$ cat src/rtl/tdc_count_seq.sv
// TDC ripple-counter sequencer: unwraps sampled counts into per-cycle deltas,
// accumulates DCO phase, and runs windowed frequency measurements on request.
//
// state    | meaning
// ---------+-----------------------------------------------------------
// S_OFF    | idle, tracking disabled
// S_SETTLE | counter warm-up, samples discarded for SETTLE_CYC edges
// S_TRACK  | delta/phase_acc updated every edge, waiting for start
// S_MEAS   | tracking plus summing deltas over the requested window
module tdc_count_seq #(
  parameter int CNT_W      = 7,
  parameter int ACC_W      = 16,
  parameter int SETTLE_CYC = 3
) (
  input  logic             clk,
  input  logic             rst_n,
  input  logic             en,
  input  logic [CNT_W-1:0] count,
  input  logic             start,
  input  logic [7:0]       n_cycles,
  output logic             valid,
  output logic [CNT_W-1:0] delta,
  output logic [ACC_W-1:0] phase_acc,
  output logic             busy,
  output logic             done,
  output logic [ACC_W-1:0] freq_count
);

  localparam logic [1:0] S_OFF    = 2'd0;
  localparam logic [1:0] S_SETTLE = 2'd1;
  localparam logic [1:0] S_TRACK  = 2'd2;
  localparam logic [1:0] S_MEAS   = 2'd3;

  localparam logic [3:0] SETTLE_LAST = 4'(SETTLE_CYC - 1);

  logic [1:0]       state;
  logic [CNT_W-1:0] cnt_q;
  logic [3:0]       settle_cnt;
  logic [8:0]       remaining;
  logic [ACC_W-1:0] freq_prev;
  logic [CNT_W-1:0] delta_nxt;
  logic [ACC_W-1:0] delta_ext;

  // Modular subtraction unwraps a single counter wrap per reference cycle.
  assign delta_nxt = count - cnt_q;
  assign delta_ext = {{(ACC_W-CNT_W){1'b0}}, delta_nxt};

  always_ff @(posedge clk or negedge rst_n) begin
    if (!rst_n) begin
      state      <= S_OFF;
      cnt_q      <= '0;
      settle_cnt <= '0;
      remaining  <= '0;
      freq_prev  <= '0;
      valid      <= 1'b0;
      delta      <= '0;
      phase_acc  <= '0;
      busy       <= 1'b0;
      done       <= 1'b0;
      freq_count <= '0;
    end else begin
      done <= 1'b0;
      case (state)
        S_OFF: begin
          if (en) begin
            state      <= S_SETTLE;
            settle_cnt <= '0;
            cnt_q      <= count;
          end
        end
        S_SETTLE: begin
          if (!en) begin
            state <= S_OFF;
          end else begin
            cnt_q      <= count;
            settle_cnt <= settle_cnt + 4'd1;
            if (settle_cnt == SETTLE_LAST) state <= S_TRACK;
          end
        end
        default: begin
          if (!en) begin
            // Abort discards the partial window and keeps the last result.
            state <= S_OFF;
            valid <= 1'b0;
            busy  <= 1'b0;
            if (state == S_MEAS) freq_count <= freq_prev;
          end else begin
            delta     <= delta_nxt;
            cnt_q     <= count;
            valid     <= 1'b1;
            phase_acc <= phase_acc + delta_ext;
            if (state == S_TRACK) begin
              if (start) begin
                state      <= S_MEAS;
                busy       <= 1'b1;
                freq_prev  <= freq_count;
                freq_count <= '0;
                remaining  <= (n_cycles == 8'd0) ? 9'd256 : {1'b0, n_cycles};
              end
            end else begin
              freq_count <= freq_count + delta_ext;
              remaining  <= remaining - 9'd1;
              if (remaining == 9'd1) begin
                done  <= 1'b1;
                busy  <= 1'b0;
                state <= S_TRACK;
              end
            end
          end
        end
      endcase
    end
  end

endmodule

$ cat config.mk
export PLATFORM = sky130hd
export DESIGN_NAME = tdc_count_seq
export DESIGN_NICKNAME = d
export VERILOG_FILES = /design/src/rtl/tdc_count_seq.sv
export SDC_FILE = /design/constraint.sdc
export NUM_CORES = 1
export LEC_CHECK = 0
export ABC_AREA = 1
export BUFFER_PORTS_ARGS = -buffer_cell sky130_fd_sc_hd__buf_2
export CAP_MARGIN = 10
export CORE_UTILIZATION = 53
export CTS_CLUSTER_SIZE = 25
export DETAILED_ROUTE_END_ITERATION = 10
export PLACE_DENSITY = 0.79
export SLEW_MARGIN = 20
export SYNTH_ARGS = -nofsm -noshare
export SYNTH_HDL_FRONTEND = slang
export SYNTH_SLANG_ARGS = --single-unit
$ cat constraint.sdc
create_clock -name clk -period 2.3 [get_ports clk]
set_input_delay 0.46 -clock clk [delete_from_list [all_inputs] [get_ports clk]]
set_output_delay 0.46 -clock clk [all_outputs]
set_load 0.01 [all_outputs]
# --- Word-level counts from Yosys, hierarchy flattened ---
# Index checks and enable logic that the tools add are counted.
classes:
  bitwise: 1
  n_reduce_logical: 12
  mux: 27
  n_eq_ne: 13
  n_addsub: 5
op_table:
  columns: ["op", "n"]
  rows:
  - ["16-bit two-way mux", 4]
  - ["16-bit by 7-bit adder with 16-bit output", 2]
  - ["9-bit two-way mux", 3]
  - ["2-bit two-way mux", 7]
  - ["3-bit AND reduction", 4]
  - ["9-bit by 1-bit equality test with 1-bit output (second input constant)", 1]
  - ["1-bit two-way mux", 9]
  - ["9-bit by 1-bit subtractor with 9-bit output (second input constant)", 1]
  - ["8-bit zero test", 1]
  - ["4-bit two-way mux", 2]
  - ["4-bit case mux with 2 select lines", 1]
  - ["4-bit AND reduction", 2]
  - ["7-bit subtractor", 1]
  - ["2-bit inequality test (second input constant)", 3]
  - ["3-bit inequality test (second input constant)", 2]
  - ["5-bit by 1-bit inequality test with 1-bit output (second input constant)", 1]
  - ["5-bit by 3-bit inequality test with 1-bit output (second input constant)", 1]
  - ["4-bit by 1-bit adder with 4-bit output (second input constant)", 1]
  - ["2-bit equality test (second input constant)", 2]
  - ["4-bit by 2-bit equality test with 1-bit output (second input constant)", 1]
  - ["2-bit case mux with 2 select lines", 1]
  - ["2-bit nonzero test", 2]
  - ["3-bit by 1-bit inequality test with 1-bit output (second input constant)", 1]
  - ["2-bit by 1-bit equality test with 1-bit output (second input constant)", 1]
  - ["other kinds (4)", 4]
word_totals:
  regBits: 80
  input_bits: 19
  word_cells: 69

# --- Longest topological paths before layout ---
logic_depth:
  depth_word: 5
  ltp_mapped: 18
  depth_no_buf: 18

# --- Worst setup path after synthesis ---
# Ideal clock, no wire load.
synth_path:
  path_type: "input to register"
  from: "input count[0]"
  to: "register freq_count[6]"
  t_required_ns: 2.174
  path_buffers: 0
  setup_ns: 0.126
  slack_ns: -0.324
  cell_stages: 16
  arrival_ns: 2.498
  cell_sequence: "inv_1 -> ha_1 -> inv_1 -> fa_1 -> nand3_1 -> nand2_1 -> xor2_1 -> inv_1 -> ha_1 -> nand2_1 -> inv_1 -> nand2_1 -> nand3_1 -> or2_2 -> nand3_1 -> a22oi_2"
synth_between:
  elab_chain_cells: 4
synth_rtl:
  columns: ["item", "line", "text"]
  rows:
  - ["start, declared", "18", "input logic [CNT_W-1:0] count,"]
  - ["7-bit subtractor", "45", "assign delta_nxt = count - cnt_q;"]
  - ["named net delta_nxt[4]", "41", "logic [CNT_W-1:0] delta_nxt;"]
  - ["16-bit by 7-bit adder with 16-bit output", "101", "freq_count <= freq_count + delta_ext;"]
  - ["16-bit two-way mux", "92", "if (state == S_TRACK) begin"]
  - ["16-bit two-way mux", "81", "if (!en) begin"]
  - ["end signal, assigned", "86", "if (state == S_MEAS) freq_count <= freq_prev;"]
  - ["end signal, assigned", "101", null]
  - ["end, declared", "26", "output logic [ACC_W-1:0] freq_count"]
# The timed path passes the listed nets, and every way through them passes these cells.
# A chain may end at the register's enable or synchronous reset.

# --- Final worst setup path ---
layout_path:
  from: "register cnt_q[0]"
  to: "register freq_count[7]"
layout_between:
  elab_chain_cells: 4
layout_rtl:
  columns: ["item", "line", "text"]
  rows:
  - ["start, declared", "37", "logic [CNT_W-1:0] cnt_q;"]
  - ["start signal, assigned", "68", "cnt_q <= count;"]
  - ["start signal, assigned", "75", "cnt_q <= count;"]
  - ["start signal, assigned", "89", "cnt_q <= count;"]
  - ["7-bit subtractor", "45", null]
  - ["named net delta_nxt[6]", "41", null]
  - ["16-bit by 7-bit adder with 16-bit output", "101", null]
  - ["16-bit two-way mux", "92", null]
  - ["16-bit two-way mux", "81", null]
# The timed path passes the listed nets, and every way through them passes these cells.

==> impl_metrics.env <==
export IMPL_p_total_mw=8.685
export IMPL_async_reset_ff_frac=1.000
export IMPL_critPathArrivalTime_ns=2.91
export IMPL_synth_avg_cell_area_sq_um=7.927
export IMPL_drv_slew=0
export IMPL_drive_gt1_frac=0.3555
export IMPL_ys_ff_latch=80
export IMPL_final_nets=766
export IMPL_numClockSinks=80
export IMPL_p_leak_nw=3.146
export IMPL_initial_utilization=0.5527
export IMPL_rsz0062_at_grt="true"
export IMPL_die_h_um=98.07
export IMPL_drt_total_wl_mm=13.53
export IMPL_wl_met3_um=730
export IMPL_synth_most_common_cell="nand2_1"
export IMPL_min_period_ns=2.613
export IMPL_synth_top_area_frac=0.4093
export IMPL_cts_buffer_depth=2
export IMPL_routed_top_layer="met4"
export IMPL_htreeDepth=3
export IMPL_min_path_type="in -> async"
export IMPL_avgRoutedWirePerCell_um=16.28
export IMPL_core_rowCount=34
export IMPL_holdWs_ns=0.03430
export IMPL_synthCells=617
export IMPL_clockRootBuffer="clkbuf_8"
export IMPL_outcome="finished with violations"
export IMPL_place_gp_congestion=0.9330
export IMPL_yosysWarnings=0
export IMPL_synth_flop_cell="dfrtp_1"
export IMPL_fin_cells=831
export IMPL_grt_usage=0.2647
export IMPL_clock_fmax_ghz=0.3827
export IMPL_yosysUniqueCellTypes=44
export IMPL_vias=4694
export IMPL_yosysSeqAreaShare=0.4093
export IMPL_clk_pin_slew_ns=0.09
export IMPL_ctsHoldBuffers=0
export IMPL_fin_crit_sh=1.136
export IMPL_viasPerCell=5.649
export IMPL_nFillCells=623
export IMPL_synth_area_leaders="dfrtp_1 41%, nand2_1 12%, ha_1 6.4%"
export IMPL_yosysTopAreaCell="dfrtp_1"
export IMPL_die_w_um=98.07
export IMPL_firstDrtPassIters=9
export IMPL_cp_required_ns=2.60
export IMPL_syn2layout_area_growth_pct=30.47
export IMPL_cellPowerDensity_nw_per_um2=1361
export IMPL_top_level_ports=61
export IMPL_placedCellCount=802
export IMPL_finalHoldViolCount=0
export IMPL_end_kind="flip-flop"
export IMPL_critPathMaxFanout=6
export IMPL_grt_pass1_wl_mm=20.27
export IMPL_start_kind="flip-flop"
export IMPL_fin_ws_ns=-0.3133
export IMPL_worstMarginPinSlew_ns=0.5841
export IMPL_grt_overflow_total=0
export IMPL_drtIter0Drc=279
export IMPL_portBuffers=60
export IMPL_dieArea_sq_um=9617
export IMPL_diodes=0
export IMPL_synthTopCellsByCount="160 x nand2_1, 80 x dfrtp_1, 76 x inv_1"
export IMPL_antenna_found_initial=0
export IMPL_relSlewSlack=0.6100
export IMPL_cts_buffers=9
export IMPL_violations="design-rule violations, negative setup slack"
export IMPL_wl_met2_mm=6.912
export IMPL_insertion_delay_ns=0.37
export IMPL_drc_errors=1
export IMPL_cts_tree="done"
export IMPL_setup_worst_path_class="reg -> reg"
export IMPL_synth_nets=664
export IMPL_grt_max_degree=47
export IMPL_setup_viol=26
export IMPL_skew_ns=0.01228
export IMPL_ant_nets=0
export IMPL_peakVddDrop_uv=777.2
export IMPL_met1_length_mm=5.442
export IMPL_place_hpwl_mm=8.500
export IMPL_synth_edf_count=0
export IMPL_core_area_sq_um=8848
export IMPL_first_global_vias=4459
export IMPL_netlist_area_sq_um=4891
export IMPL_maxCapViolCount=0
[placed cells by master, fill, tap and decap left out, drive strengths merged, types with 3 or more instances in the layout]
master / synthesis / routed
o21ai: 50 / 50
dfrtp: 80 / 80
fa: 3 / 3
nand3: 48 / 48
xnor2: 8 / 8
o22ai: 7 / 7
inv: 82 / 82
clkbuf: 3 / 12
nor2: 44 / 44
a22oi: 6 / 6
buf: 14 / 108
or2: 4 / 4
nor3: 5 / 5
nand2: 162 / 162
a21oi: 37 / 37
clkinv: 1 / 3
ha: 25 / 25
xor2: 13 / 13
and2: 3 / 3
nand4: 8 / 8
[layer usage]
layer  track usage  vias to the layer above
met5             0                        -
met4       0.09091                        0
met2        0.4729                      199
met1        0.3201                     2258
li1              -                     2204
met3       0.04796                       33
[final cells by class]
| cell class | count | area, sq um | area share |
|---|---|---|---|
| repair buffers | 108 | 732.0 | 0.1147 |
| flip-flops and latches | 80 | 2002 | 0.3137 |
| clock inverters | 3 | 17.52 | 0.002745 |
| well taps | 108 | 135.1 | 0.02118 |
| multi-input cells | 437 | 3012 | 0.4720 |
| inverters | 83 | 327.8 | 0.05137 |
| clock buffers | 12 | 155.1 | 0.02431 |
[metrics by stage]
stage	setup slack (ns)	utilization	instance area (sq um)	TNS [ns]
4_1_cts	-0.3022	0.6664	5897	-4.928
2_1_floorplan	-0.1915	-	4995	-2.920
5_1_grt	-0.4728	0.7212	6381	-9.324
3_3_place_gp	-0.5856	0.6318	5590	-12.32
6_report	-0.3133	0.7212	6381	-5.708
3_5_place_dp	-0.6423	0.6318	5590	-14.14
[timing repair]
action | CTS | global route
pin swaps | 20 | 33
endpoints found under the setup margin | 27 | 27
buffers inserted | 2 | 13
resized for setup | 24 | 77
[path summary, 6_finish.rpt]
kind	slack (ns)	cells past startpoint	end	start
worst max register to register	-0.31	15	freq_count[7]	cnt_q[0]
worst min register to register	0.49	2	delta[5]	delta[5]
worst min-delay path	0.03	1	remaining[7]	rst_n
worst max-delay path	-0.31	15	freq_count[7]	cnt_q[0]
max in group asynchronous	1.65	2	delta[0]	rst_n
min in group clk	0.35	3	cnt_q[5]	count[5]
[logic make-up after synthesis]
family / after synthesis / share of synthesized area
xor gates and xnor gates: 21 / 0.03761
buffers and inverters: 100 / 0.08646
AOI/OAI and AO/OA: 109 / 0.1389
adders and majority gates: 28 / 0.07623
muxes: 1 / 0.002302
and+or+nand+nor: 278 / 0.2492
DFF: 80 / 0.4093
[flip-flops by register name (all words and copies together) (netlist names), 2 cells and up]
name and count:
freq_count 16, freq_prev 16, phase_acc 16, remaining 9
cnt_q 7, delta 7, settle_cnt 4, state 2
[worst max-delay path, cell delays in order (launching register included)]
cell and delay (ns):
dfrtp_1 0.40, ha_4 0.15, inv_4 0.03, fa_2 0.34
nand4_1 0.08, o211ai_1 0.12, xor2_2 0.28, buf_12 0.14
ha_4 0.21, nand2_4 0.10, inv_1 0.05, a21oi_2 0.16
nand2_4 0.10, a21oi_2 0.15, o21ai_1 0.08, a21oi_1 0.13
[where the power goes]
| group | internal (mW) | switching, mW |
|---|---|---|
| Clock | 0.442 | 0.524 |
| Combinational | 2.31 | 2.84 |
| Sequential | 1.95 | 0.612 |
Note: power is estimated with default switching activity, not from simulation.
